[src/rtl/uart_rx_word_if.sv]
// Serial-in / word-out bundle between the UART receive front end and the hub.
// The receiver (master) samples rx and drives the word and strobes.
interface uart_rx_word_if;
   logic        rx;
   logic [31:0] dout;
   logic        data_ready;
   logic        frame_err;
   logic        timeout_err;
   logic        busy;

   modport master (input rx, output dout, data_ready, frame_err, timeout_err, busy);
   modport slave  (output rx, input dout, data_ready, frame_err, timeout_err, busy);
endinterface

[src/rtl/uart_rx_word.sv]
// 8N1 UART receiver that packs four consecutive bytes into a 32-bit word,
// with framing-error and inter-byte gap timeout strobes.
module uart_rx_word #(
   parameter int CLKS_PER_BIT = 434,
   parameter int TIMEOUT_BITS = 20
) (
   input logic           clk,
   input logic           rst,
   uart_rx_word_if.master bus
);
   localparam int BW      = $clog2(CLKS_PER_BIT) + 1;
   localparam int GAP_MAX = TIMEOUT_BITS * CLKS_PER_BIT;
   localparam int GW      = $clog2(GAP_MAX + 1);
   localparam logic [BW-1:0] HALF_M1 = BW'(CLKS_PER_BIT / 2 - 1);
   localparam logic [BW-1:0] FULL_M1 = BW'(CLKS_PER_BIT - 1);
   localparam logic [GW-1:0] GAP_M1  = GW'(GAP_MAX - 1);

   typedef enum logic [1:0] {IDLE, START, DATA, STOP} state_t;

   state_t          state;
   logic            rx_m, rx_s, rx_q;
   logic [BW-1:0]   baud;
   logic [GW-1:0]   gap;
   logic [2:0]      bit_idx;
   logic [7:0]      shreg;
   logic [1:0]      byte_cnt;
   logic [2:0][7:0] word;

   always_ff @(posedge clk or negedge rst) begin
      if (!rst) begin
         state           <= IDLE;
         rx_m            <= 1'b1;
         rx_s            <= 1'b1;
         rx_q            <= 1'b1;
         baud            <= '0;
         gap             <= '0;
         bit_idx         <= '0;
         shreg           <= '0;
         byte_cnt        <= '0;
         word            <= '0;
         bus.dout        <= '0;
         bus.data_ready  <= 1'b0;
         bus.frame_err   <= 1'b0;
         bus.timeout_err <= 1'b0;
         bus.busy        <= 1'b0;
      end else begin
         rx_m            <= bus.rx;
         rx_s            <= rx_m;
         rx_q            <= rx_s;
         bus.data_ready  <= 1'b0;
         bus.frame_err   <= 1'b0;
         bus.timeout_err <= 1'b0;
         case (state)
            IDLE: begin
               // A start edge wins over a timeout landing in the same cycle.
               if (rx_q && !rx_s) begin
                  state    <= START;
                  baud     <= '0;
                  gap      <= '0;
                  bus.busy <= 1'b1;
               end else if (byte_cnt == 2'd0) begin
                  gap <= '0;
               end else if (gap == GAP_M1) begin
                  gap             <= '0;
                  byte_cnt        <= '0;
                  bus.timeout_err <= 1'b1;
               end else begin
                  gap <= gap + GW'(1);
               end
            end
            START: begin
               if (baud == HALF_M1) begin
                  baud <= '0;
                  if (rx_s) begin
                     state    <= IDLE;
                     bus.busy <= 1'b0;
                  end else begin
                     state   <= DATA;
                     bit_idx <= '0;
                  end
               end else begin
                  baud <= baud + BW'(1);
               end
            end
            DATA: begin
               if (baud == FULL_M1) begin
                  baud    <= '0;
                  shreg   <= {rx_s, shreg[7:1]};
                  bit_idx <= bit_idx + 3'd1;
                  if (bit_idx == 3'd7) state <= STOP;
               end else begin
                  baud <= baud + BW'(1);
               end
            end
            STOP: begin
               // Leave mid stop bit so a back-to-back start edge is not missed.
               if (baud == FULL_M1) begin
                  baud     <= '0;
                  state    <= IDLE;
                  bus.busy <= 1'b0;
                  if (rx_s) begin
                     byte_cnt <= byte_cnt + 2'd1;
                     case (byte_cnt)
                        2'd0:    word[0] <= shreg;
                        2'd1:    word[1] <= shreg;
                        2'd2:    word[2] <= shreg;
                        default: begin
                           bus.dout       <= {shreg, word[2], word[1], word[0]};
                           bus.data_ready <= 1'b1;
                        end
                     endcase
                  end else begin
                     byte_cnt      <= '0;
                     bus.frame_err <= 1'b1;
                  end
               end else begin
                  baud <= baud + BW'(1);
               end
            end
            default: state <= IDLE;
         endcase
      end
   end
endmodule

[src/flat_wrapper.sv]
// flat-port wrapper written by rule: the top's interface ports become plain ports
module uart_rx_word_flat 
#(
   parameter int CLKS_PER_BIT = 434,
   parameter int TIMEOUT_BITS = 20
)
  (clk, rst, bus_rx, bus_dout, bus_data_ready, bus_frame_err, bus_timeout_err, bus_busy);
  uart_rx_word_if bus_i ();
  input logic clk;
  input logic rst;
  input wire logic [$bits(bus_i.rx)-1:0] bus_rx;
  output wire logic [$bits(bus_i.dout)-1:0] bus_dout;
  output wire logic [$bits(bus_i.data_ready)-1:0] bus_data_ready;
  output wire logic [$bits(bus_i.frame_err)-1:0] bus_frame_err;
  output wire logic [$bits(bus_i.timeout_err)-1:0] bus_timeout_err;
  output wire logic [$bits(bus_i.busy)-1:0] bus_busy;
  assign bus_i.rx = bus_rx;
  assign bus_dout = bus_i.dout;
  assign bus_data_ready = bus_i.data_ready;
  assign bus_frame_err = bus_i.frame_err;
  assign bus_timeout_err = bus_i.timeout_err;
  assign bus_busy = bus_i.busy;
  uart_rx_word #(.CLKS_PER_BIT(CLKS_PER_BIT), .TIMEOUT_BITS(TIMEOUT_BITS)) u_core (.clk(clk), .rst(rst), .bus(bus_i));
endmodule
[config.mk]
export PLATFORM = sky130hd
export DESIGN_NAME = uart_rx_word_flat
export DESIGN_NICKNAME = d
export VERILOG_FILES = /design/src/rtl/uart_rx_word_if.sv /design/src/rtl/uart_rx_word.sv /design/src/flat_wrapper.sv
export SDC_FILE = /design/constraint.sdc
export NUM_CORES = 1
export LEC_CHECK = 0
export ABC_AREA = 1
export BUFFER_PORTS_ARGS = -buffer_cell sky130_fd_sc_hd__buf_2
export CAP_MARGIN = 10
export CORE_UTILIZATION = 50
export CTS_BUF_LIST = sky130_fd_sc_hd__clkbuf_4
export CTS_CLUSTER_SIZE = 28
export DETAILED_ROUTE_END_ITERATION = 7
export PLACE_DENSITY = 0.71
export SKIP_LAST_GASP = 1
export SLEW_MARGIN = 40
export SYNTH_ARGS = -nofsm -noshare
export SYNTH_HDL_FRONTEND = slang
export SYNTH_SLANG_ARGS = --single-unit
[constraint.sdc]
create_clock -name clk -period 1.6 [get_ports clk]
set_input_delay 0.08 -clock clk [delete_from_list [all_inputs] [get_ports clk]]
set_output_delay 0.08 -clock clk [all_outputs]
set_load 0.02 [all_outputs]
==> Word level (Yosys, flattened, before mapping) <==
Cells that the tools add are included.
{ "word_totals": {"register_bits": 102, "input_bits": 3, "out_inout_bits": 36} }
{ "op_classes": {"addsub": 4, "eq_ne": 19, "mux": 40, "n_bitwise": 1, "reduce_logical": 18} }
{ "op_table": {"columns": ["op", "count"], "rows": [
  ["14-bit two-way mux", 3],
  ["10-bit two-way mux", 3],
  ["10-bit case mux with 3 select lines", 1],
  ["2-bit two-way mux", 11],
  ["4-bit AND reduction", 5],
  ["1-bit two-way mux", 15],
  ["5-bit AND reduction", 3],
  ["14-bit by 1-bit adder with 14-bit output (second input constant)", 1],
  ["14-bit equality test (second input constant)", 1],
  ["2-bit by 1-bit inequality test with 1-bit output (second input constant)", 7],
  ["10-bit by 1-bit adder with 10-bit output (second input constant)", 1],
  ["10-bit by 8-bit equality test with 1-bit output (second input constant)", 1],
  ["10-bit by 9-bit equality test with 1-bit output (second input constant)", 1],
  ["3-bit two-way mux", 3],
  ["2-bit case mux with 4 select lines", 1],
  ["2-bit equality test (second input constant)", 3],
  ["2-bit inequality test (second input constant)", 3],
  ["3-bit case mux with 2 select lines", 1],
  ["2-bit by 1-bit equality test with 1-bit output (second input constant)", 2],
  ["2-bit logical NOT", 2],
  ["2-bit case mux with 2 select lines", 1],
  ["2-bit nonzero test", 2],
  ["3-bit by 1-bit adder with 3-bit output (second input constant)", 1],
  ["3-bit equality test (second input constant)", 1],
  ["9 further kinds", 9]
]} }

==> Logic depth before layout (Yosys ltp) <==
{ "depth": {"depth_word": 6, "mapped_depth": 10, "mapped_depth_nobuf": 9} }

==> Worst setup path before layout <==
No wires, ideal clock.
{ "synth_timing": {"path_kind": "register -> register", "start": "register u_core.baud[1]", "end": "register u_core.word[5] (netlist bit)", "setup_time_ps": 121, "t_arrival_ps": 1497, "required_ps": 1479, "path_slack_ps": -18, "path_stages_with_launch": 11, "path_cell_list": "dfrtp_1 -> inv_1 -> ha_1 -> nand2_1 -> nor2_2 -> nand3_2 -> nor2_1 -> nand3_2 -> buf_2 -> nand2_1 -> o21ai_1"} }
{ "synth_via": {"elab_chain_len": 2} }
{ "synth_lines": {"columns": ["element", "line", "text"], "rows": [
  ["start, declared", "uart_rx_word.sv:22", "logic [BW-1:0] baud;"],
  ["start signal, assigned", "uart_rx_word.sv:82", "baud <= baud + BW'(1);"],
  ["start signal, assigned", "uart_rx_word.sv:92", "baud <= baud + BW'(1);"],
  ["start signal, assigned", "uart_rx_word.sv:117", "baud <= baud + BW'(1);"],
  ["10-bit by 9-bit equality test with 1-bit output", "uart_rx_word.sv:97", "if (baud == FULL_M1) begin"],
  ["4-bit AND reduction (no source line)", null, null],
  ["end, declared", "uart_rx_word.sv:27", "logic [2:0][7:0] word;"]
]} }
No other way between the ends.
A chain may end at the register's enable or synchronous reset.

==> Worst setup path in the final report <==
{ "layout_timing": {"start": "register u_core.baud[1]", "end": "register u_core.bus.dout[28]"} }
{ "layout_via": {"elab_chain_len": 2} }
{ "layout_lines": {"columns": ["element", "line", "text"], "rows": [
  ["10-bit by 9-bit equality test with 1-bit output", "uart_rx_word.sv:97", null],
  ["4-bit AND reduction (no source line)", null, null],
  ["end signal, assigned", "uart_rx_word.sv:108", "bus.dout <= {shreg, word[2], word[1], word[0]};"],
  ["end, declared", "uart_rx_word_if.sv:11", "modport master (input rx, output dout, data_ready, frame_err, timeout_err, busy);"]
]} }
No other way between the ends.

==> results.md <==
- Nets: 642
- Initial Utilization: 52.00%
- Largest net degree at the start of global routing: 46
- Vias per cell: 5.187
- Post-layout minimum cycle time: 1.746 ns
- Port bufs: 38
- Die area: 9499 um^2
- Final GP Congestion: 0.8714
- First drt pass iteration count: 4
- Setup Crit Path Kind: flop to flop
- Multi-input gate area: 2120 um^2
- Post-synthesis compound-gate area fraction: 5.025%
- Synth Net Count: 555
- Routed Wire Length: 11,130 um
- Clock tree sinks: 102
- Clk_skew: 0.01681 ns
- Max incr delay on CP: 0.42 ns
- Synth-to-layout area growth: 30.23%
- Ys Warns: 0
- Netlist cell types: 29
- # rows: 34
- Post-route ant nets: 0
- Worst skew pair latency: 0.47 ns
- Max frequency: 572.7 MHz
- CTS tree: done
- Placed cell area: 5075 um^2
- Clock tree buffer depth: 2
- Fin area: 5934 um^2
- Pre-CTS setup slack: -0.1127 ns
- Final Hold Vio Count: 0
- Share of cells above drive strength 1: 30.13%
- Delay-heaviest family, CP: simple AND/OR/NAND/NOR gates
- Max VDD drop: 0.0004017 V
- Final Slew Violations: 0
- Arr. time, crit path: 2.14 ns
- Crit share post-route: 109.1%
- Post-synthesis cell area: 4557 um^2
- PwrDens: 876.1 nW/um^2
- Post-Synthesis Cells: 542
- Slowest cell on crit path: dfrtp_1
- RSZ-0062 raised after global routing: true
- Worst slew pin tran: 0.3997 ns
- Switching share of power: 31.63%
- GRT Resource Usage Total: 23.79%
- Die height: 97.47 um
- CTS root buf: clkbuf_4
- Setup slack after layout: -0.1462 ns
- H-tree Lvls: 3
- Mux contribution to synthesized area: 0.2197%
- Comb pwr share: 18.5%
- Buffers & Inverters on Critical Path: 3
- Clock network fraction of total power: 29.1%
- Post-Synth Adder-Cell Area: 2.746%
- Status: finished, violations left
- Core Util, Final: 67.72%
- Flop pwr share: 52.4%
- Post-Syn Area per Cell: 8.408 um^2
- CP required: 1.99 ns
- Initial antenna violation count: 0
- Reg area: 2561 um^2
- Commonest non-fill, non-tap cell in the layout: nand2_1
- Critical path cell sequence: inv_2 -> ha_4 -> nand2_4 -> nor2_4 -> nand3_4 -> nor2_4 -> nand3_4 -> buf_8 -> clkbuf_16 -> nand2_4 -> o21ai_2
- R2R cell count: 11
- Register area share after synthesis: 56.10%
- Layout filler cell count: 666
- P_int: 3.554 mW
- Xor/xnor share of the synthesized area: 1.153%
- N_diodes: 0
- Failing checks: negative setup slack
- Core footprint: 8763 um^2
- Global-route wire length before repair: 17,970 um
- CP startpoint kind: flop
- CTS clock-pin slew for the worst setup and hold paths: 0.18 ns
- Simple-Gate Fraction of Synth Area: 29.68%
- Leakage power: 3.043 nW
- IO Pins: 39
- CP endpoint kind: flop
- Die Wd: 97.47 um
- Largest family of logic cells by synthesized area: simple AND/OR/NAND/NOR gates
- CP Max Fanout: 5
- Synthesized flop and latch total: 102
- Sw power: 1.645 mW
- Hold crit path type: input port to asynchronous set/reset pin
- Most frequent cells in the layout: 179 x nand2_1, 98 x dfrtp_1, 38 x inv_1, 37 x nand3_1, 37 x buf_2
- TNS Setup: -5.545 ns
- Crit. path cell count: 11
- Max_cap viols: 0
- DR WL/cell: 15.00 um
- Number of global-route vias before repair: 3,857
- Starting DRT DRC Count: 160
- Vias post-DR: 3,849
- # setup viols final: 62
- Detailed Place HPWL: 6380 um
- Max-slew headroom: 73.36%
- Total CTS buffers: 9
- Grt ovf: 0
- DRC: 0
## area by class of cell
class / instances / area share (%)
repair buffers: 87 / 13.22
multi-input cells: 384 / 35.72
clock buffers: 9 / 1.139
clock inverters: 7 / 1.645
flip-flops and latches: 102 / 43.16
inverters: 45 / 2.846
well taps: 108 / 2.277
## synth_stat cells
cell / number / area, um^2
nand4_1: 3 / 18.77
nor4_1: 1 / 6.260
clkbuf_1: 2 / 7.510
o21ai_2: 1 / 8.760
a21oi_1: 5 / 25.02
nand2_2: 1 / 6.260
buf_2: 8 / 40.04
nand4_4: 1 / 21.27
nor3_4: 1 / 16.27
xnor2_1: 2 / 17.52
nand3_2: 2 / 20.02
buf_4: 2 / 15.01
xor2_1: 4 / 35.03
nand3_1: 40 / 200.2
nor2_4: 3 / 33.78
mux2i_1: 1 / 10.01
nor3_1: 3 / 15.01
o21ai_0: 5 / 25.02
inv_1: 40 / 150.1
nand2_1: 220 / 825.8
dfrtp_1: 99 / 2477
or2_2: 1 / 6.260
nor2_2: 2 / 12.51
nor2_1: 42 / 157.7
dfstp_2: 3 / 78.83
inv_2: 5 / 18.77
ha_1: 10 / 125.1
o21ai_1: 34 / 170.2
nand4_2: 1 / 12.51
## flip-flops by register name, summed over array words and instances (netlist names), named ones only
name	flops
u_core.rx_m	1
u_core.shreg	8
u_core.rx_s	1
u_core.gap	14
u_core.bus.timeout_err	1
u_core.bus.frame_err	1
u_core.bit_idx	3
u_core.word	24
u_core.rx_q	1
u_core.bus.busy	1
u_core.state	1
u_core.bus.dout	32
u_core.bus.data_ready	1
u_core.byte_cnt	2
u_core.baud	10
## per-stage QoR
stage / power (mW) / hold WS, ns / std cells
final: 5.199 / 0.05207 / 742
after CTS: 5.154 / 0.05605 / 736
after floorplan: 3.190 / -0.2156 / 542
after detailed placement: 3.569 / 0.03573 / 704
after global placement: 3.552 / 0.03457 / 704
after global routing: 5.425 / 0.07893 / 742
## worst paths after layout
kind | startpoint | to | slack [ns]
worst min register to register | u_core.rx_m | u_core.rx_s | 0.37
worst min-delay path | rst | u_core.word[7] | 0.05
min in group clk | bus_rx | u_core.rx_m | 0.24
worst max register to register | u_core.baud[1] | u_core.bus.dout[28] | -0.15
max in group asynchronous | rst | u_core.rx_m | 0.87
worst max-delay path | u_core.baud[1] | u_core.bus.dout[28] | -0.15
## what timing repair did
item                                    4_1_cts  5_1_grt
resized for setup                            45       65
setup buffers                                 8        4
hold buffers                                  2        0
endpoints found under the setup margin       46       95
pin swaps                                    11       13
cloned                                        6        2
endpoints found under the hold margin       100        0
## power by group through the flow
stage / Clock, mW / Sequential [mW] / Combinational, mW
final: 1.51 / 2.72 / 0.960
after global routing: 1.62 / 2.74 / 1.06
after CTS: 1.53 / 2.73 / 0.896
after detailed placement: 0 / 2.77 / 0.801
after global placement: 0 / 2.77 / 0.785
after floorplan: 0 / 2.78 / 0.410
## logic make-up after synthesis
| family | count (synthesis) |
|---|---|
| adder cells (fa/ha/maj) | 10 |
| AO/OA/AOI/OAI | 45 |
| AND/OR/NAND/NOR | 321 |
| buffers and inverters | 57 |
| XOR/XNOR | 6 |
| flip-flops | 102 |
| multiplexers | 1 |
## metal layers
layer,track usage [%],vias to the layer above,share of wire [%]
met5,0,-,0
met4,12.67,0,2.7
met3,3.453,24,3.2
met2,40.56,80,53
met1,29.22,1851,41
li1,-,1894,-
(Power assumes the default switching activity.)
